## src/rtl/otter_if_stage.sv

```systemverilog
// Instruction Fetch stage of the pipelined OTTER CPU: owns the fetch PC, talks to a
// variable-latency instruction memory (one request in flight) and feeds IF/DE via a skid buffer.
module otter_if_stage #(
  parameter logic [31:0] RESET_PC  = 32'h0000_0000,
  parameter logic [31:0] NOP_INSTR = 32'h0000_0013
) (
  input  logic        CLK,
  input  logic        RESET,
  input  logic        pc_redirect_valid,
  input  logic [31:0] pc_redirect_target,
  input  logic        de_stall,
  output logic        imem_req,
  output logic [31:0] imem_addr,
  input  logic        imem_rvalid,
  input  logic [31:0] imem_rdata,
  output logic        if_de_valid,
  output logic [31:0] if_de_pc,
  output logic [31:0] if_de_ir
);

  typedef enum logic [1:0] {
    S_READY, // nothing outstanding
    S_WAIT,  // one request outstanding, response kept
    S_DRAIN  // one request outstanding, response discarded
  } state_t;

  state_t      state;
  logic [31:0] fetch_pc;
  logic [31:0] inflight_pc;
  logic        skid_valid;
  logic [31:0] skid_pc;
  logic [31:0] skid_ir;

  logic        de_free;
  logic        resp_keep;
  logic [31:0] target_aligned;

  assign de_free        = !if_de_valid || !de_stall;
  assign resp_keep      = (state == S_WAIT) && imem_rvalid && !pc_redirect_valid;
  assign target_aligned = pc_redirect_target & ~32'h3;

  // RESET is folded in so the request line reads low while the stage is held in reset.
  assign imem_req  = RESET && !pc_redirect_valid && !skid_valid && de_free &&
                     ((state == S_READY) || ((state == S_WAIT) && imem_rvalid));
  assign imem_addr = fetch_pc;

  // NOTE: all state uses non-blocking assignments so every register samples pre-edge values.
  always_ff @(posedge CLK or negedge RESET) begin
    if (!RESET) begin
      state       <= S_READY;
      fetch_pc    <= RESET_PC;
      inflight_pc <= '0;
      // NOTE: skid payload is reset too so nothing downstream ever observes X after reset.
      skid_valid  <= 1'b0;
      skid_pc     <= '0;
      skid_ir     <= NOP_INSTR;
      if_de_valid <= 1'b0;
      if_de_pc    <= '0;
      if_de_ir    <= NOP_INSTR;
    end else begin
      if (imem_req) inflight_pc <= fetch_pc;

      if (pc_redirect_valid)  fetch_pc <= target_aligned;
      else if (imem_req)      fetch_pc <= fetch_pc + 32'd4;

      if (pc_redirect_valid) begin
        case (state)
          S_WAIT:  state <= imem_rvalid ? S_READY : S_DRAIN;
          S_DRAIN: if (imem_rvalid) state <= S_READY;
          default: state <= S_READY;
        endcase
      end else begin
        case (state)
          S_READY: if (imem_req) state <= S_WAIT;
          S_WAIT:  if (imem_rvalid) state <= imem_req ? S_WAIT : S_READY;
          S_DRAIN: if (imem_rvalid) state <= S_READY;
          default: state <= S_READY;
        endcase
      end

      // Redirect flushes everything; otherwise the skid drains before any fresh response.
      if (pc_redirect_valid) begin
        if_de_valid <= 1'b0;
        if_de_ir    <= NOP_INSTR;
        skid_valid  <= 1'b0;
      end else if (de_free) begin
        if (skid_valid) begin
          if_de_valid <= 1'b1;
          if_de_pc    <= skid_pc;
          if_de_ir    <= skid_ir;
          skid_valid  <= 1'b0;
        end else if (resp_keep) begin
          if_de_valid <= 1'b1;
          if_de_pc    <= inflight_pc;
          if_de_ir    <= imem_rdata;
        end else begin
          if_de_valid <= 1'b0;
          if_de_ir    <= NOP_INSTR;
        end
      end else if (resp_keep) begin
        skid_valid <= 1'b1;
        skid_pc    <= inflight_pc;
        skid_ir    <= imem_rdata;
      end
    end
  end

endmodule

```

## config.mk

```make
export PLATFORM = sky130hd
export DESIGN_NAME = otter_if_stage
export DESIGN_NICKNAME = d
export VERILOG_FILES = /design/src/rtl/otter_if_stage.sv
export SDC_FILE = /design/constraint.sdc
export NUM_CORES = 1
export LEC_CHECK = 0
export ABC_AREA = 1
export CORE_ASPECT_RATIO = 0.6
export CORE_MARGIN = 2
export CORE_UTILIZATION = 49
export CTS_BUF_LIST = sky130_fd_sc_hd__clkbuf_8 sky130_fd_sc_hd__clkbuf_16
export DETAILED_ROUTE_END_ITERATION = 16
export DONT_BUFFER_PORTS = 1
export PLACE_DENSITY = 0.61
export SLEW_MARGIN = 20
export SYNTH_ARGS = -nofsm -noshare
export SYNTH_HDL_FRONTEND = slang
export SYNTH_SLANG_ARGS = --single-unit
export TNS_END_PERCENT = 20
```

## constraint.sdc

```tcl
create_clock -name CLK -period 2.2 [get_ports CLK]
set_input_delay 0.55 -clock CLK [delete_from_list [all_inputs] [get_ports CLK]]
set_output_delay 0.55 -clock CLK [all_outputs]
set_load 0.02 [all_outputs]
```

# Yosys cells after proc, flatten, opt, wreduce, memory -nomap -nowiden
# Cells that the tools add are included.
[word_totals]
ff_bits = 196
input_bits = 69
output_inout_bits = 98
elab_cells = 59
[op_classes]
n_addsub = 1
n_eq_ne = 4
n_mux = 23
bitwise = 2
n_reduce_logical = 20
[op_table]
columns = ["operator", "n"]
rows = [
  ["$mux 32", 8],
  ["$add 32x3->32 const B", 1],
  ["$mux 2", 5],
  ["$mux 1", 8],
  ["$logic_and 1x1->1", 6],
  ["$ne 3x3->1 const B", 2],
  ["$pmux 2 s3", 1],
  ["$reduce_and 3->1", 2],
  ["$reduce_bool 2->1", 3],
  ["$logic_not 1->1", 4],
  ["$pmux 2 s2", 1],
  ["$reduce_bool 3->1", 1],
  ["$eq 2x1->1 const B", 1],
  ["$eq 2x2->1 const B", 1],
  ["$logic_not 2->1", 1],
  ["$logic_or 1x1->1", 2],
  ["$not 1->1", 2],
  ["$reduce_and 2->1", 1],
]

# Depth between registers and ports, before layout
# Gate-level depths: netlist of the first run.
[logic_depth]
depth_word = 9
depth_mapped = 10
ltp_nobuf = 9

# Worst setup path after synthesis of the first run
# OpenSTA, ideal clock, no wires.
[synth_timing]
kind = "register to output"
startpoint = "register state[1]"
endpoint = "output port imem_req"
arrival_time_ns = 1.273
t_required_ns = 1.650
path_slack_ns = 0.377
path_stages_with_launch = 8
path_buffers = 1
cell_sequence = "dfrtp_1 inv_1 ha_1 nand2_1 nand2_1 nand2_4 inv_2 buf_2"
[synth_via]
elab_chain_len = 4
word_cells_on_any_way = 5
classes_between = "eq/ne (1); reduce/logical (4)"
[synth_rtl]
columns = ["item", "line_no", "text"]
rows = [
  ["start, declared", "27", "state_t state;"],
  ["start signal, assigned", "68", "S_WAIT: state <= imem_rvalid ? S_READY : S_DRAIN;"],
  ["start signal, assigned", "75", "S_WAIT: if (imem_rvalid) state <= imem_req ? S_WAIT : S_READY;"],
  ["$eq 2x1->1", "44", "((state == S_READY) || ((state == S_WAIT) && imem_rvalid));"],
  ["$logic_and 1x1->1", "44", ""],
  ["$logic_or 1x1->1 (*)", "44", ""],
  ["$logic_and 1x1->1 (*)", "43", "assign imem_req = RESET && !pc_redirect_valid && !skid_valid && de_free &&"],
  ["end, declared", "12", "output logic imem_req,"],
]
# Mark *: on every way between the ends. The rest lies on a longest branch, timed or not.

# Final worst setup path of the first run
[layout_timing]
startpoint = "register if_de_valid"
endpoint = "output port imem_req"
[layout_via]
elab_chain_len = 4
[layout_rtl]
columns = ["item", "line_no", "text"]
rows = [
  ["start, declared", "16", "output logic if_de_valid,"],
  ["start signal, assigned", "57", "if_de_valid <= 1'b0;"],
  ["start signal, assigned", "83", "if_de_valid <= 1'b0;"],
  ["start signal, assigned", "88", "if_de_valid <= 1'b1;"],
  ["$logic_not 1->1", "38", "assign de_free = !if_de_valid || !de_stall;"],
  ["$logic_or 1x1->1", "38", ""],
  ["$logic_and 1x1->1 (2 in series)", "43", ""],
]
# Every way passes these cells.

==> out/results.ini, run 1 <==
[run_status]
status=complete, but fails checks
violations=negative hold slack

[yosys]
synth-simple-area-share_pct=21.7
yosysWarnings=0
synth_edf_count=0
synth.distinct_cells=35
synth_top_family_by_area=simple AND/OR/NAND/NOR gates
synth_fa_ha_area_share_pct=0.695
netlist_area_um2=9000
muxShareOfSynthArea_pct=7.26
synth_xor_area_share_pct=0.292
syn_avg_cell_area_um2=8.68
synthCells=1037
ys.flop_type=dfrtp_1
synth-compound-area-share_pct=10.3
synth.yosys.seq_area_share_pct=52.4
ys_seq_elements=188
synthArstFlopShare_pct=100

[route]
wl_per_cell_um=17.2
via_count=6652
dr.first_iter.drc_count=594
wl_um=22100
drtAntennaViolNets=0
routed_via_density=5.19
drtPass1Iterations=5
drc=0

[floorplan]
die_w_um=179
initial_core_util_pct=49.9
die-area_um2=19500
fp-row-count=38
die_y_um=109
io_pins=167
coreArea_um2=18000

[clocking]
clk_latency_ns=0.44
clkSlewWorstSetupHoldPaths_ns=0.08
htree_levels=4
cts_buffers=17
clockBufferDepth=2
cts_sinks=188
cts_root_buf=clkbuf_16
cts_tree=done

[global_route]
grt_first_pass_wirelength_um=34900
grt_pass1_vias=6170
globalRouteMet2Util_pct=29.5
grt_overflow_total=0
grt_util_met3_pct=8.30
grt.total_usage_pct=23.8
busiest_layer=met1
antenna_found_initial=0
grt_max_degree=190
met1_usage_pct=38.6

[final_layout]
syn2layout_area_growth_pct=9.30
fin_nets=1103
layout-drive-gt1-share_pct=11.9
final_common_cell=nand2_1
fin_util_pct=54.6
layout_common_cells=nand2_1, dfrtp_1, nor2_1, inv_1, o21ai_0
diodes=0
stdcell_area_um2=9830
final_cells=1282

[sta]
setup_tns_ns=0
slew_viol_final=0
fmax_mhz=482
period_share_pct=94.2
finalCriticalPeriod_ns=2.07
finalSetupViolations=0
worst_pin_slew_ns=0.910
fin_ws_ns=0.127
fin_skew_ns=0.0115
rsz0062_at_grt=no
hold_slack_ns=-0.193
hold_viol=182
slew-limit-headroom_pct=39.4

[pwr]
pwr-share-comb_pct=11.1
cellLeakagePower_nw=4.80
p_int_mw=5.94
power_density_nw_per_um2=904
vdd_drop_max_uv=530
power_mw=8.89
pwr-share-seq_pct=53.6
p_sw_mw=2.95
power.share.switching_pct=33.2
p_clk_share_pct=35.3

[critical_path]
cp_slowest_cell=dfrtp_1
criticalPathCategory=reg2out
cp-endpoint=imem_req
crit_arrival_ns=1.52
timing.rr.end=inflight_pc[19]$_DFFE_PN0P_
ff2ff_path_depth=9
startpoint=if_de_valid$_DFFE_PN0N_
r2r_start=state[1]$_DFFE_PN0P_
cp_max_fo=3
path_cells=nand2_1 -> nand2_2 -> nor2_2 -> nand2_4 -> inv_6
cp.required_ns=1.65
cp-start-kind=flop
end_kind=primary output
r2r_slack_ns=0.23
slowest_delay_ns=0.46

[placement]
placed_area_um2=9200
port_buffers=0
hpwl_um=15300
pre_cts_slack_ns=0.220
dp.cells=1249
gp_congestion=0.876

[run]
timing.max_cap.violations=0

[worst_hold_path]
min_path_type=in2async

-- worst min path at each step --
| stage | to | slack [ns] | from | cells after the start |
|---|---|---|---|---|
| global placement | imem_addr[12]$_DFFE_PN0P_ | 0.26 | RESET | 0 |
| detailed placement | imem_addr[12]$_DFFE_PN0P_ | 0.26 | RESET | 0 |
| global route | imem_addr[13]$_DFFE_PN0P_ | -0.22 | RESET | 0 |
| finish | imem_addr[13]$_DFFE_PN0P_ | -0.19 | RESET | 0 |
| CTS | imem_addr[12]$_DFFE_PN0P_ | -0.21 | RESET | 0 |
| floorplan | if_de_ir[10]$_DFFE_PN0N_ | 0.25 | RESET | 0 |
-- area by class of cell --
class	count	area, µm²
repair buffers	26	245
fillers	1700	8190
well taps	240	300
multi-input cells	714	3660
flip-flops and latches	188	4710
inverters	82	313
clock inverters	15	174
clock buffers	17	425
-- per-layer routing --
layer | routed length (µm) | up-vias
li1 | - | 3346
met1 | 11400 | 3098
met2 | 8370 | 200
met3 | 2170 | 8
met4 | 103 | 0
met5 | 0 | -
-- power groups by stage --
stage          Sequential, mW  Clock [mW]  Combinational [mW]
2_1_floorplan            4.66           0               0.741
3_3_place_gp             4.82           0               0.953
3_5_place_dp             4.84           0               0.975
4_1_cts                  4.77        3.21               0.984
5_1_grt                  4.84        3.39                1.14
6_report                 4.77        3.14               0.984
-- worst max-delay path: cells and delay by family (launching register included) --
family,cells,cell delay (ns)
and+or+nand+nor,4,0.54
buffers and inverters,1,0.09
DFF,1,0.46
-- cells by family (layout without fill, tap and decap cells) --
family	after synthesis	count (layout)
simple gates	482	482
flops	188	188
compound gates	175	175
buf+inv	138	140
mux	45	45
fa+ha+maj	5	5
xor+xnor	3	3
other cells	1	4
-- synth_stat cells (all sizes together) (3+ instances only) --
master    n  area, µm²
nand2   298       1140
dfrtp   182       4550
nor2    117        473
o21ai    99        499
inv      82        308
nand3    59        295
mux2     45        653
a21oi    41        205
buf      36        270
a31oi    30        188
clkbuf   20       75.1
dfstp     6        158
ha        5       62.6
nand4     3       18.8
nor3      3       15.0
o211ai    3       22.5
xor2      3       26.3
-- registers in the layout (all words and copies together) (netlist names) --
| name | flops |
|---|---|
| if_de_pc | 30 |
| imem_addr | 30 |
| if_de_valid | 1 |
| if_de_ir | 32 |
| state | 2 |
| skid_ir | 32 |
| skid_pc | 30 |
| skid_valid | 1 |
| inflight_pc | 30 |
-- repair_timing --
action,CTS,global route
endpoints found under the hold margin,184,182
setup endpoints to repair,1,2
resized for setup,4,2
pin swaps,1,0
buffers inserted,1,0
(Power assumes the default switching activity.)
==> run 2: changes to the inputs <==
- ABC_AREA: 1 -> default
==> run 2 against run 1 <==
- the flow finishes with violations (negative hold slack, negative setup slack)
- total power rose by 2.3%
- first-iteration DRC count fell by 23%
- flip-flop and latch count unchanged
- cell count down 20%
- combinational power rose by 11%
- wire length fell by 6.9%
- worst hold slack better by 0.0075 ns
- clock skew is 0.0027 ns lower
- critical endpoint unchanged
- largest cell class unchanged
- largest power group unchanged
- highest routed layer unchanged
==> out/results.ini, run 2 <==
[pwr]
power_mw=9.09
cellLeakagePower_nw=4.32
vdd_drop_max_uv=404
power_density_nw_per_um2=958

[clocking]
cts_root_buf=clkbuf_16
cts_sinks=188
clkSlewWorstSetupHoldPaths_ns=0.07
clockBufferDepth=2
htree_levels=4
cts_tree=done
clk_latency_ns=0.43
cts_buffers=17

[yosys]
yosys.area.top_type=dfrtp_1
ys_seq_elements=188
synthCells=762
yosysWarnings=0
post-synth-top-count-cell=dfrtp_1
synth_edf_count=0
synthArstFlopShare_pct=100
syn_avg_cell_area_um2=10.9
synthTopCellsByCount=dfrtp_1, nand2_1, nor2_1
netlist_area_um2=8270
ys.flop_type=dfrtp_1
yosys.area.top_type_share_pct=55.1
synth_area_leaders=dfrtp_1, mux2_2, nand2_1
synth.distinct_cells=47
synth.yosys.seq_area_share_pct=57.0

[final_layout]
final_cells=1027
final_common_cell=dfrtp_1
syn2layout_area_growth_pct=14.8
fin_nets=860
diodes=0
stdcell_area_um2=9500
largest_registers=if_de_ir x32, skid_ir x32
layout_common_cells=dfrtp_1, nand2_1, nor2_1, mux2_2, buf_4
layout-drive-gt1-share_pct=22.0

[placement]
hpwl_um=13700
dp.cells=982
port_buffers=0
gp_congestion=0.842
placed_area_um2=8690

[sta]
period_share_pct=107
finalCriticalPeriod_ns=2.35
slew-limit-headroom_pct=62.2
finalSetupViolations=2
rsz0062_at_grt=yes
slew_viol_final=0
hold_slack_ns=-0.186
fin_skew_ns=0.00876
setup_tns_ns=-0.184
fin_ws_ns=-0.152
fmax_mhz=425
worst_pin_slew_ns=0.565
hold_viol=182

[run_status]
violations=negative hold slack, negative setup slack
status=complete, but fails checks

[global_route]
antenna_found_initial=0
grt_max_degree=190
grt_pass1_vias=5759
grt.total_usage_pct=23.5
grt_first_pass_wirelength_um=32400
grt_overflow_total=0

[route]
via_count=5847
drtPass1Iterations=5
wl_per_cell_um=20.0
dr.first_iter.drc_count=458
routed_via_density=5.69
drtAntennaViolNets=0
drc=0
wl_um=20500

[critical_path]
cp_top_family=simple AND/OR/NAND/NOR gates
cp-start-kind=flop
cp_slowest_cell=or4_4
end_kind=primary output
path_cells=inv_2 -> ha_4 -> a21oi_4 -> or4_4 -> clkinv_8
crit_arrival_ns=1.80
path_buf_inv=2
criticalPathCategory=reg2out
cp.required_ns=1.65
slowest_delay_ns=0.56
cp_max_fo=5

[floorplan]
die_w_um=172
fp-row-count=36
initial_core_util_pct=50.6
coreArea_um2=16400
die-area_um2=18000
io_pins=167
die_y_um=105

[worst_hold_path]
min_path_type=in2async

[run]
timing.max_cap.violations=0

[run 2: changes by cell type after synthesis, sizes merged, moves of 35 or more]
cell   delta
inv      -74
mux2i    +35
nand2   -185
nand3    -49
nor2     -42
o21ai    -68
[run 2: final cells by class]
| class | count | area [µm²] |
|---|---|---|
| inverter | 9 | 46.3 |
| timing repair inverter | 2 | 17.5 |
| clock inverter | 14 | 180 |
| clock buffer | 18 | 439 |
| multi-input combinational | 513 | 3340 |
| tap | 228 | 285 |
| timing repair buffer | 55 | 475 |
| fill | 1371 | 6850 |
| sequential | 188 | 4710 |
[run 2: kinds of logic (layout without fill, tap and decap cells)]
group           count (synthesis)  in the layout  synth area share [%]
fa+ha+maj                       5              5                 0.756
flops                         188            188                  57.0
mux                            99             99                  13.0
buf+inv                        64             98                  3.78
compound gates                113            113                  8.85
other cells                     1              4                0.0453
xor+xnor                       21             21                  2.22
simple gates                  271            271                  14.4
[run 2: final timing paths]
| path | startpoint | cells past startpoint | endpoint | slack, ns |
|---|---|---|---|---|
| max | state[1]$_DFFE_PN0P_ | 5 | imem_req | -0.15 |
| min | RESET | 0 | imem_addr[10]$_DFFE_PN0P_ | -0.19 |
| max reg2reg | state[1]$_DFFE_PN0P_ | 9 | imem_addr[8]$_DFFE_PN0P_ | -0.03 |
| min reg2reg | inflight_pc[19]$_DFFE_PN0P_ | 2 | inflight_pc[19]$_DFFE_PN0P_ | 0.50 |
| max in group asynchronous | RESET | 0 | skid_ir[4]$_DFFE_PN1P_ | 2.07 |
| min in group CLK | pc_redirect_valid | 1 | if_de_valid$_DFFE_PN0N_ | 0.19 |
[run 2: layer usage]
metal	GRT usage, %	part of all wire, %	routed length (µm)	vias up
li1	-	-	-	2728
met1	35.9	48	9880	2916
met2	31.6	41	8500	190
met3	9.02	9.7	1990	13
met4	4.78	0.81	166	0
met5	0	0	0	-
[run 2: what timing repair did]
action,CTS,global route
gates cloned,2,0
buffers inserted,8,3
setup endpoints to repair,2,7
resized for setup,12,8
hold endpoints to repair,188,182
pin swaps,3,3
[run 2: stage by stage]
stage               setup WS [ns]  util (%)
floorplan                 -0.0937         -
global placement            0.126      53.1
detailed placement       -0.00208      53.1
CTS                        -0.175      57.7
global route               -0.193      58.1
finish                     -0.152      58.1
[run 2: power breakdown]
| group | total, mW | internal [mW] | switching (mW) |
|---|---|---|---|
| Combinational | 1.09 | 0.470 | 0.623 |
| Sequential | 4.78 | 3.97 | 0.813 |
| Clock | 3.22 | 1.85 | 1.37 |
